`src/rtl/tt_pin_driver_pkg.sv`:
```
// Shared types for the Tiny Tapeout pin driver: opcodes, controller states, default wait width.
package tt_pin_driver_pkg;

  localparam int unsigned WAIT_W_DEFAULT = 8;

  // Opcodes 5..7 are all treated as NOP; only the first is named.
  typedef enum logic [2:0] {
    OP_SET_UI    = 3'd0,
    OP_SET_UIO   = 3'd1,
    OP_SAMPLE    = 3'd2,
    OP_RST_PULSE = 3'd3,
    OP_SET_ENA   = 3'd4,
    OP_NOP       = 3'd5
  } op_e;

  typedef enum logic [1:0] {
    ST_IDLE  = 2'd0,
    ST_WAIT  = 2'd1,
    ST_PULSE = 2'd2,
    ST_RESP  = 2'd3
  } state_e;

endpackage

```
`src/rtl/tt_pin_driver_timer.sv`:
```
// Loadable down-counter shared by the SAMPLE wait and the reset pulse.
module tt_pin_driver_timer
  import tt_pin_driver_pkg::*;
#(
  parameter int unsigned WAIT_W = WAIT_W_DEFAULT
) (
  input  logic              clk,
  input  logic              rst_n,
  input  logic              load,
  input  logic [WAIT_W-1:0] load_value,
  input  logic              dec,
  output logic [WAIT_W-1:0] value,
  output logic              zero
);

  always_ff @(posedge clk or negedge rst_n) begin
    if (!rst_n) begin
      value <= '0;
    end else if (load) begin
      value <= load_value;
    end else if (dec) begin
      value <= value - 1'b1;
    end
  end

  assign zero = (value == '0);

endmodule

```
`src/rtl/tt_pin_driver.sv`:
```
// Command-stream driver for a tt_um_* pin bundle with sampled response stream.
// Optional uio contention detection: define TT_PIN_DRIVER_CONTENTION_EN.
module tt_pin_driver
  import tt_pin_driver_pkg::*;
#(
  parameter int unsigned WAIT_W = WAIT_W_DEFAULT
) (
  input  logic              clk,
  input  logic              rst_n,
  input  logic              cmd_valid,
  output logic              cmd_ready,
  input  logic [2:0]        cmd_op,
  input  logic [7:0]        cmd_data,
  input  logic [WAIT_W-1:0] cmd_arg,
  output logic              rsp_valid,
  input  logic              rsp_ready,
  output logic [7:0]        rsp_uo,
  output logic [7:0]        rsp_uio,
  output logic [7:0]        dut_ui_in,
  output logic [7:0]        dut_uio_in,
  input  logic [7:0]        dut_uo_out,
  input  logic [7:0]        dut_uio_out,
  input  logic [7:0]        dut_uio_oe,
  output logic              dut_ena,
  output logic              dut_rst_n,
  output logic              contention
);

  state_e            state;
  op_e               op;
  logic              accept;
  logic [7:0]        uio_val;
  logic [7:0]        uio_mask;
  logic [7:0]        arg_mask;
  logic              tmr_load;
  logic              tmr_dec;
  logic              tmr_zero;
  logic [WAIT_W-1:0] tmr_value;

  // The drive mask is the low byte of cmd_arg, zero-extended for narrow WAIT_W.
  generate
    if (WAIT_W >= 8) begin : g_mask_wide
      assign arg_mask = cmd_arg[7:0];
    end else begin : g_mask_narrow
      assign arg_mask = {{(8 - WAIT_W){1'b0}}, cmd_arg};
    end
  endgenerate

  assign op        = op_e'(cmd_op);
  assign cmd_ready = (state == ST_IDLE);
  assign accept    = cmd_valid && cmd_ready;
  assign tmr_load  = accept && ((op == OP_SAMPLE) || (op == OP_RST_PULSE));
  assign tmr_dec   = ((state == ST_WAIT) || (state == ST_PULSE)) && (tmr_value != '0);

  tt_pin_driver_timer #(
    .WAIT_W(WAIT_W)
  ) u_timer (
    .clk       (clk),
    .rst_n     (rst_n),
    .load      (tmr_load),
    .load_value(cmd_arg),
    .dec       (tmr_dec),
    .value     (tmr_value),
    .zero      (tmr_zero)
  );

  assign dut_uio_in = uio_val & uio_mask;

  always_ff @(posedge clk or negedge rst_n) begin
    if (!rst_n) begin
      state     <= ST_IDLE;
      dut_ui_in <= '0;
      uio_val   <= '0;
      uio_mask  <= '0;
      dut_ena   <= 1'b0;
      dut_rst_n <= 1'b0;
      rsp_valid <= 1'b0;
      rsp_uo    <= '0;
      rsp_uio   <= '0;
    end else begin
      case (state)
        ST_IDLE: begin
          if (accept) begin
            case (op)
              OP_SET_UI:    dut_ui_in <= cmd_data;
              OP_SET_UIO: begin
                uio_val  <= cmd_data;
                uio_mask <= arg_mask;
              end
              OP_SAMPLE:    state <= ST_WAIT;
              OP_RST_PULSE: begin
                dut_rst_n <= 1'b0;
                state     <= ST_PULSE;
              end
              OP_SET_ENA:   dut_ena <= cmd_data[0];
              default:      ;
            endcase
          end
        end
        ST_WAIT: begin
          if (tmr_zero) begin
            rsp_uo    <= dut_uo_out;
            rsp_uio   <= (dut_uio_out & dut_uio_oe) | (dut_uio_in & ~dut_uio_oe);
            rsp_valid <= 1'b1;
            state     <= ST_RESP;
          end
        end
        ST_PULSE: begin
          if (tmr_zero) begin
            dut_rst_n <= 1'b1;
            state     <= ST_IDLE;
          end
        end
        ST_RESP: begin
          if (rsp_ready) begin
            rsp_valid <= 1'b0;
            state     <= ST_IDLE;
          end
        end
        default: state <= ST_IDLE;
      endcase
    end
  end

`ifdef TT_PIN_DRIVER_CONTENTION_EN
  always_ff @(posedge clk or negedge rst_n) begin
    if (!rst_n) begin
      contention <= 1'b0;
    end else if (|(uio_mask & dut_uio_oe)) begin
      contention <= 1'b1;
    end
  end
`else
  assign contention = 1'b0;
`endif

endmodule

```
`config.mk`:
```
export PLATFORM = sky130hd
export DESIGN_NAME = tt_pin_driver
export DESIGN_NICKNAME = d
export VERILOG_FILES = /design/src/rtl/tt_pin_driver_pkg.sv /design/src/rtl/tt_pin_driver_timer.sv /design/src/rtl/tt_pin_driver.sv
export SDC_FILE = /design/constraint.sdc
export NUM_CORES = 1
export LEC_CHECK = 0
export ABC_AREA = 1
export BUFFER_PORTS_ARGS = -buffer_cell sky130_fd_sc_hd__buf_2
export CAP_MARGIN = 20
export CORE_UTILIZATION = 51
export CTS_CLUSTER_DIAMETER = 40
export CTS_CLUSTER_SIZE = 25
export DETAILED_ROUTE_END_ITERATION = 8
export PLACE_DENSITY = 0.8
export SLEW_MARGIN = 10
export SYNTH_ARGS = -nofsm -noshare
export SYNTH_HDL_FRONTEND = slang
export SYNTH_HIERARCHICAL = 1
export SYNTH_SLANG_ARGS = --single-unit
```
`constraint.sdc`:
```
create_clock -name clk -period 2.22 [get_ports clk]
set_input_delay 0.222 -clock clk [delete_from_list [all_inputs] [get_ports clk]]
set_output_delay 0.222 -clock clk [all_outputs]
set_load 0.01 [all_outputs]
```
Yosys cells after proc, flatten, opt, wreduce, memory -nomap -nowiden

Cells that the tools add are included.

Logic and storage cells: 62
Flip-flop bits (word level): 53
Output and inout bits: 37
Input bits: 47

$add $sub $neg: 1
Muxes and demuxes: 14
Reductions and logical operators: 19
Equality and inequality tests: 13
Bitwise gates (word level): 5

Operators with widths:

| kind                | count |
|---|---|
| $and 8x8->8         | 3 |
| $mux 8              | 2 |
| $reduce_and 3->1    | 4 |
| $logic_not 8->1     | 1 |
| $mux 2              | 4 |
| $not 8->8           | 1 |
| $or 8x8->8          | 1 |
| $pmux 2 s4          | 1 |
| $reduce_bool 8->1   | 1 |
| $sub 8x1->8 const B | 1 |
| $eq 3x2->1 const B  | 2 |
| $ne 2x2->1 const B  | 3 |
| $reduce_bool 2->1   | 3 |
| $reduce_and 5->1    | 1 |
| $eq 2x2->1 const B  | 2 |
| $mux 1              | 4 |
| $ne 2x1->1 const B  | 2 |
| $pmux 1 s2          | 2 |
| $pmux 2 s2          | 1 |
| $reduce_and 4->1    | 1 |
| $eq 3x1->1 const B  | 1 |
| $eq 3x3->1 const B  | 1 |
| $logic_and 1x1->1   | 3 |
| $logic_not 3->1     | 1 |
| 5 further kinds     | 6 |

Depth between registers and ports, before layout

Gate-level depths: netlist (run 1).

Word-level depth: 5
Depth in mapped cells: 11
Depth with buffers taken out: 11

By module

Netlist (run 1), hierarchy kept.

By module, submodules not included:

| module              | area each (um^2) | seq. area each (um^2) | cells each | times used |
|---|---|---|---|---|
| tt_pin_driver       | 2187.1           | 1126.1                | 250        | 1 |
| tt_pin_driver_timer | 540.5            | 200.2                 | 73         | 1 |

Worst setup path after synthesis (run 1)

Ideal clock, no wire load.

Path type: register -> register
From: register state[0]
To: register u_timer.value[2]
Buffers on the path: 1
Period minus slack after synthesis: 1.708 ns
Arrival: 1.581 ns
Setup slack: 0.512 ns
Library setup time: 0.127 ns
Data required time: 2.093 ns
Stages on the path, launching flop included: 9
Cells stage by stage: dfrtp_1 -> inv_1 -> ha_1 -> nand2_2 -> nor2_1 -> buf_4 -> nor2_4 -> a22oi_1 -> o21ai_1

Cells in the longest elaborated chain, start to end: 4
Elaborated cells between the ends (all ways): 9
Those cells by class: eq/ne (2); mux (1); reduce/logical (6)

RTL lines:

| element                                     | line                      | source |
|---|---|---|
| start, declared                             | tt_pin_driver.sv:29       | `state_e state;` |
| start signal, assigned                      | tt_pin_driver.sv:71       | `state <= ST_IDLE;` |
| start signal, assigned                      | tt_pin_driver.sv:90       | `OP_SAMPLE: state <= ST_WAIT;` |
| start signal, assigned                      | tt_pin_driver.sv:93       | `state <= ST_PULSE;` |
| $logic_not 2->1 (*)                         | tt_pin_driver.sv:50       | `assign cmd_ready = (state == ST_IDLE);` |
| named net cmd_ready                         | tt_pin_driver.sv:11       | `output logic cmd_ready,` |
| $logic_and 1x1->1 (*)                       | tt_pin_driver.sv:51       | `assign accept = cmd_valid && cmd_ready;` |
| $logic_and 1x1->1 (*)                       | tt_pin_driver.sv:52       | `assign tmr_load = accept && ((op == OP_SAMPLE) \|\| (op == OP_RST_PULSE));` |
| named net tmr_load                          | tt_pin_driver.sv:35       | `logic tmr_load;` |
| $mux 8 or $reduce_bool 2->1 (tied branches) | n/a                       |  |
| end signal, assigned                        | tt_pin_driver_timer.sv:20 | `value <= load_value;` |
| end signal, assigned                        | tt_pin_driver_timer.sv:22 | `value <= value - 1'b1;` |
| end, declared                               | tt_pin_driver_timer.sv:12 | `output logic [WAIT_W-1:0] value,` |

The timed path passes the listed nets; every way through them passes the cells marked *.
A chain may end at the register's enable or synchronous reset.

Worst setup path in the final report (run 1)

From: register state[0]
To: register uio_val[7]

Cells in the longest elaborated chain, start to end: 3

RTL lines:

| element                               | line                                     | source |
|---|---|---|
| $logic_not 2->1 (*)                   | tt_pin_driver.sv:50, tt_pin_driver.sv:81 |  |
| $logic_and 1x1->1                     | tt_pin_driver.sv:51                      |  |
| $reduce_and 3->1 (no source line) (*) | n/a                                      |  |
| end signal, assigned                  | tt_pin_driver.sv:87                      | `uio_val <= cmd_data;` |
| end, declared                         | tt_pin_driver.sv:32                      | `logic [7:0] uio_val;` |

Mark *: on every way between the ends. The rest lies on a longest branch, timed or not.

==> impl_metrics.tcl, run 1 <==
set metrics [dict create \
    post_dp_cell_area_sq_um 3180 \
    drtAntennaViolNets 0 \
    clock_power_share_pct 13.0 \
    die_h_um 75.1 \
    crit_chain "inv_1 > ha_1 > nand2_2 > nor2_4 > nand3b_4 > nand2_1 > o21ai_2" \
    rr_startpoint "state[0]" \
    synth_compound_area_share_pct 14.0 \
    port_buffers 82 \
    syn_inst 323 \
    finalCritPeriodShare_pct 82.8 \
    synth_mux_area_share_pct 0 \
    cp.buffers_inverters 1 \
    power_density_nw_per_um2 1270 \
    via_per_inst 4.90 \
    final_util_pct 63.9 \
    hold_viol_final 0 \
    cts.repair.resized 0 \
    drive_above_1_share_pct 34.1 \
    rsz0062_at_grt "false" \
    stdcell_count 480 \
    power.internal_uw 2430 \
    routed_wl_mm 5.69 \
    antenna_found_initial 0 \
    grt_max_degree 33 \
    netlist_area_sq_um 2730 \
    layout_common_cells "93 x nand2_1, 82 x buf_2, 53 x dfrtp_1" \
    grt_pass1_vias 1970 \
    cts_tree "yes" \
    vias 2353 \
    drc 0 \
    clock_latency_ps 300 \
    p_switching_uw 1740 \
    cp-start-kind "flop" \
    cts_hold_buffers 1 \
    synth_xor_area_share_pct 0.321 \
    holdCritStartpoint "dut_uo_out[2]" \
    ios 84 \
    cp_slowest_cell "dfrtp_1" \
    wl_per_cell_um 11.9 \
    die_w_um 75.1 \
    ir_drop_uv 643 \
    worstHoldEndpoint "rsp_uo[2]" \
    clkSinkCount 53 \
    htree_levels 2 \
    overflow 0 \
    seq_power_share_pct 41.3 \
    p_comb_share_pct 45.7 \
    hpwl_mm 4.37 \
    slew_viol_final 0 \
    worst_slew_pin_slew_ps 686 \
    relSlewSlack_pct 54.3 \
    final_common_cell "nand2_1" \
    fp.coreArea_sq_um 5140 \
    cts-root-buf "clkbuf_8" \
    r2r_end "uio_val[7]" \
    finClkSkew_ps 5.32 \
    worstSetupPathType "flop to flop" \
    synth_top_family_by_area "simple AND/OR/NAND/NOR gates" \
    r2r_cells 7 \
    rows 26 \
    holdPathStages 3 \
    drv.max_cap_violation_count 0 \
    post-cts-setup-buffers 0 \
    critPathRequiredTime_ps 2410 \
    max_freq_ghz 0.544 \
    crit_path_max_fanout 32 \
    synth_fa_ha_area_share_pct 3.21 \
    grtUsageTotal_pct 21.0 \
    dr.pass1.iters 4 \
    area_growth_pct 20.4 \
    endpoint_kind "flop" \
    yosys_warnings 6 \
    grt_pass1_wl_mm 8.92 \
    start_util_pct 53.1 \
    status "finished, final reports clean" \
    critPathMaxStageDelay_ps 420 \
    final_cell_area_sq_um 3280 \
    dieArea_sq_um 5640 \
    clk_pin_slew_worst_paths_ps 90 \
    synth_nets 377 \
    yosysSeqAreaShare_pct 48.6 \
    synth_simple_gate_area_share_pct 24.8 \
    drt_iter0_drc 139 \
    switching_share_pct 41.6 \
    synth-seq-cells 53 \
    crit_family "simple AND/OR/NAND/NOR gates" \
    antenna_cells 0 \
    final_nets 463 \
    setup_viol 0 \
    ff2ff_setup_slack_ps 380 \
    arrival_ps 2030 \
    p_leak_uw 0.00184 \
    hold_class "input port to flop" \
    netlist-cell-type-count 28 \
    period_needed_ps 1840 \
    avgSynthCellArea_sq_um 8.44 \
    fin_setup_tns_ps 0 \
    gp_congestion 0.897 \
    cts_buffer_depth 2 \
    dp_cells 471 \
    finalPower_uw 4170 \
    cts_buffers 5 \
]
-- layer usage --
metal	part of all wire, %	GRT usage (%)
met4	0.86	6.58
met2	44	32.2
met5	0	0
met3	6.1	3.08
met1	49	30.8
-- worst max-delay path by stage --
stage | slack [ps] | cells after the start | startpoint | endpoint
final | 380 | 7 | state[0] | uio_val[7]
after global routing | 210 | 7 | state[1] | uio_val[0]
after CTS | 380 | 7 | state[1] | uio_mask[0]
after detailed placement | 420 | 7 | state[0] | uio_mask[0]
after global placement | 510 | 7 | state[0] | uio_val[4]
after floorplan | 510 | 8 | state[0] | u_timer/value[2]
-- worst min-delay path, cell delays in order --
cell and delay (ps):
buf_2 70, nand2_1 40, nand2_1 50
-- power groups by stage --
| stage | logic (uW) | clock network, uW | registers (uW) |
|---|---|---|---|
| finish | 1900 | 543 | 1720 |
| global route | 2190 | 596 | 1780 |
| CTS | 1910 | 559 | 1720 |
| detailed placement | 1900 | 0 | 1730 |
| global placement | 1860 | 0 | 1720 |
| floorplan | 1210 | 0 | 1810 |
-- final cells by class --
type,instances,area [sq um]
fill,456,1860
sequential,53,1330
multi-input combinational,216,1160
timing repair buffer,87,450
inverter,46,173
tap,70,87.6
clock buffer,5,68.8
clock inverter,3,21.3
-- synth_stat cells --
cell | number | area, sq um
a21oi_1 | 16 | 80.1
a21oi_2 | 1 | 8.76
a22oi_1 | 4 | 30.0
a31oi_1 | 1 | 6.26
and2_1 | 1 | 6.26
buf_4 | 3 | 22.5
buf_6 | 4 | 45.0
clkbuf_1 | 1 | 3.75
conb_1 | 1 | 3.75
dfrtp_1 | 53 | 1330
ha_1 | 7 | 87.6
inv_1 | 41 | 154
inv_2 | 5 | 18.8
nand2_1 | 93 | 349
nand2_2 | 3 | 18.8
nand3_1 | 14 | 70.1
nand3b_4 | 1 | 20.0
nand4_1 | 5 | 31.3
nor2_1 | 24 | 90.1
nor2_2 | 1 | 6.26
nor2_4 | 3 | 33.8
o211ai_1 | 1 | 7.51
o21ai_0 | 3 | 15.0
o21ai_1 | 3 | 15.0
o21ai_2 | 24 | 210
o221ai_1 | 1 | 8.76
or2_2 | 8 | 50.1
xnor2_1 | 1 | 8.76
-- kinds of logic after synthesis --
family / after synthesis
other: 1
XOR/XNOR: 1
AO/OA/AOI/OAI: 54
adder cells (fa/ha/maj): 7
flip-flops: 53
buffers and inverters: 54
AND/OR/NAND/NOR: 153
-- registers in the layout, summed over array words and instances, names as in the netlist --
register       flops
state              2
rsp_uio            8
uio_val            8
dut_ui_in          8
dut_rst_n          1
rsp_valid          1
uio_mask           8
rsp_uo             8
dut_ena            1
u_timer/value      8
-- through the flow --
stage / hold WS, ps / worst slack (ps)
5_1_grt: 108 / 207
3_5_place_dp: 294 / 415
6_report: 111 / 382
4_1_cts: 108 / 381
3_3_place_gp: 287 / 510
2_1_floorplan: -73.6 / 512
Note: power is estimated with default switching activity, not from simulation.
==> run 2, diff against run 1 <==
==> constraint.sdc (replaced) <==
create_clock -name clk -period 1.71 [get_ports clk]
set_input_delay 0.171 -clock clk [delete_from_list [all_inputs] [get_ports clk]]
set_output_delay 0.171 -clock clk [all_outputs]
set_load 0.01 [all_outputs]
==> impl_metrics.tcl, run 2 (synthesized netlist as in run 1, its figures left out) <==
set metrics [dict create \
    drtAntennaViolNets 0 \
    drc 0 \
    via_per_inst 4.93 \
    arrival_ps 1830 \
    grt_pass1_vias 2168 \
    startpoint "u_timer/value[0]" \
    drt_iter0_drc 101 \
    cts_tree "yes" \
    routed_wl_mm 6.11 \
    drv.max_cap_violation_count 0 \
    endpoint_kind "flop" \
    dr.pass1.iters 4 \
    grt_pass1_wl_mm 9.29 \
    cts_buffer_depth 2 \
    drive_above_1_share_pct 37.3 \
    final_nets 468 \
    cts_buffers 5 \
    die_w_um 75.1 \
    gp_congestion 0.884 \
    clk_pin_slew_worst_paths_ps 100 \
    wl_per_cell_um 12.6 \
    start_util_pct 53.1 \
    rr_startpoint "u_timer/value[0]" \
    hold_class "input port to flop" \
    final_common_cell "nand2_1" \
    dp_cells 474 \
    final_util_pct 66.5 \
    rsz0062_at_grt "false" \
    rows 26 \
    hpwl_mm 4.60 \
    p_leak_uw 0.00191 \
    status "finished, final reports clean" \
    ir_drop_uv 938 \
    finalCritPeriodShare_pct 95.1 \
    period_needed_ps 1630 \
    critPathRequiredTime_ps 1920 \
    overflow 0 \
    max_freq_ghz 0.615 \
    area_growth_pct 25.3 \
    htree_levels 2 \
    critPathMaxStageDelay_ps 420 \
    met3_usage_pct 5.49 \
    worstSetupPathType "flop to flop" \
    cpMostUsedCell "nand2_1" \
    cp_slowest_cell "dfrtp_1" \
    crit_path_max_fanout 4 \
    clkSinkCount 53 \
    finClkSkew_ps 7.04 \
    antenna_found_initial 0 \
    grt_max_degree 34 \
    crit_chain "inv_2 > ha_1 > nand3_2 > nor2_4 > inv_1 > nand2_1 > nand2_2 > nor2_2 > nand2_1 > nand2_1 > nand2_1" \
    setup_viol 0 \
    power_density_nw_per_um2 1690 \
    stdcell_count 485 \
    hold_viol_final 0 \
    clock_latency_ps 310 \
    grtUsageMet2_pct 37.1 \
    grt_busiest_layer "met2" \
    cp-start-kind "flop" \
    relSlewSlack_pct 66.2 \
    layout_common_cells "91 x nand2_1, 82 x buf_2, 52 x dfrtp_1" \
    grtUsageTotal_pct 22.2 \
    slew_viol_final 0 \
    ios 84 \
    antenna_cells 0 \
    cts-root-buf "clkbuf_8" \
    holdCritStartpoint "dut_uo_out[6]" \
    fp.coreArea_sq_um 5140 \
    vias 2389 \
    dieArea_sq_um 5640 \
    grtUsageMet1_pct 28.1 \
    port_buffers 82 \
    worst_slew_pin_slew_ps 506 \
    die_h_um 75.1 \
]
run 2: cell types whose count changed in the layout (fill, tap and decap cells not counted), moves of 2 or more:
cell     previous run  this run
nor2_4              3         5
buf_4               4         6
inv_1              41        39
nor2_1             24        21
nand2_1            93        91
inv_2               5         7
buf_12              0         3
run 2: worst max-delay path: cells and delay by family (launching register included):
| kind | cells | cell delay (ps) |
|---|---|---|
| buf+inv | 2 | 170 |
| simple gates | 8 | 770 |
| fa+ha+maj | 1 | 170 |
| flops | 1 | 420 |
run 2: final cells by class:
| cell class | count | area, sq um |
|---|---|---|
| flip-flops and latches | 53 | 1330 |
| inverters | 46 | 173 |
| well taps | 70 | 87.6 |
| clock inverters | 3 | 43.8 |
| clock buffers | 5 | 68.8 |
| fillers | 438 | 1720 |
| multi-input cells | 216 | 1190 |
| repair buffers | 92 | 526 |
run 2: report_power, final:
part | switching, uW | internal (uW) | leakage, uW
clock network | 429 | 439 | 0.0000585
registers | 394 | 1860 | 0.000640
logic | 1560 | 1110 | 0.00121
run 2: path summary, 6_finish.rpt:
path	slack [ps]	endpoint	cells past startpoint
min	50	rsp_uo[6]	3
max in group asynchronous	800	u_timer/value[3]	3
min in group asynchronous	350	rsp_uio[1]	2
min reg2reg	480	dut_rst_n	2
max reg2reg	80	state[1]	11
max	80	state[1]	11
run 2: through the flow:
step                setup slack (ps)  TNS, ps  power, uW  hold WS [ps]  cell area [sq um]
finish                          84.4        0       5790          51.9               3420
global route                    8.62        0       6250          57.9               3420
CTS                             7.95        0       5690          48.6               3370
detailed placement            -0.624   -0.624       4800           164               3240
global placement                 106        0       4690           159               3240
floorplan                       2.16        0       3920          -125               2730
run 2: timing repair:
action	CTS	global route
setup buffers	0	2
pin swaps	0	2
hold buffers	1	0
endpoints found under the hold margin	20	0
setup endpoints to repair	5	21
gates resized for setup	1	12
run 2: layer usage:
metal | share of wire, % | wire length [um] | vias to the layer above
li1 | - | - | 1196
met1 | 44 | 2710 | 1102
met2 | 47 | 2900 | 83
met3 | 6.9 | 423 | 8
met4 | 1.3 | 80 | 0
met5 | 0 | 0 | -
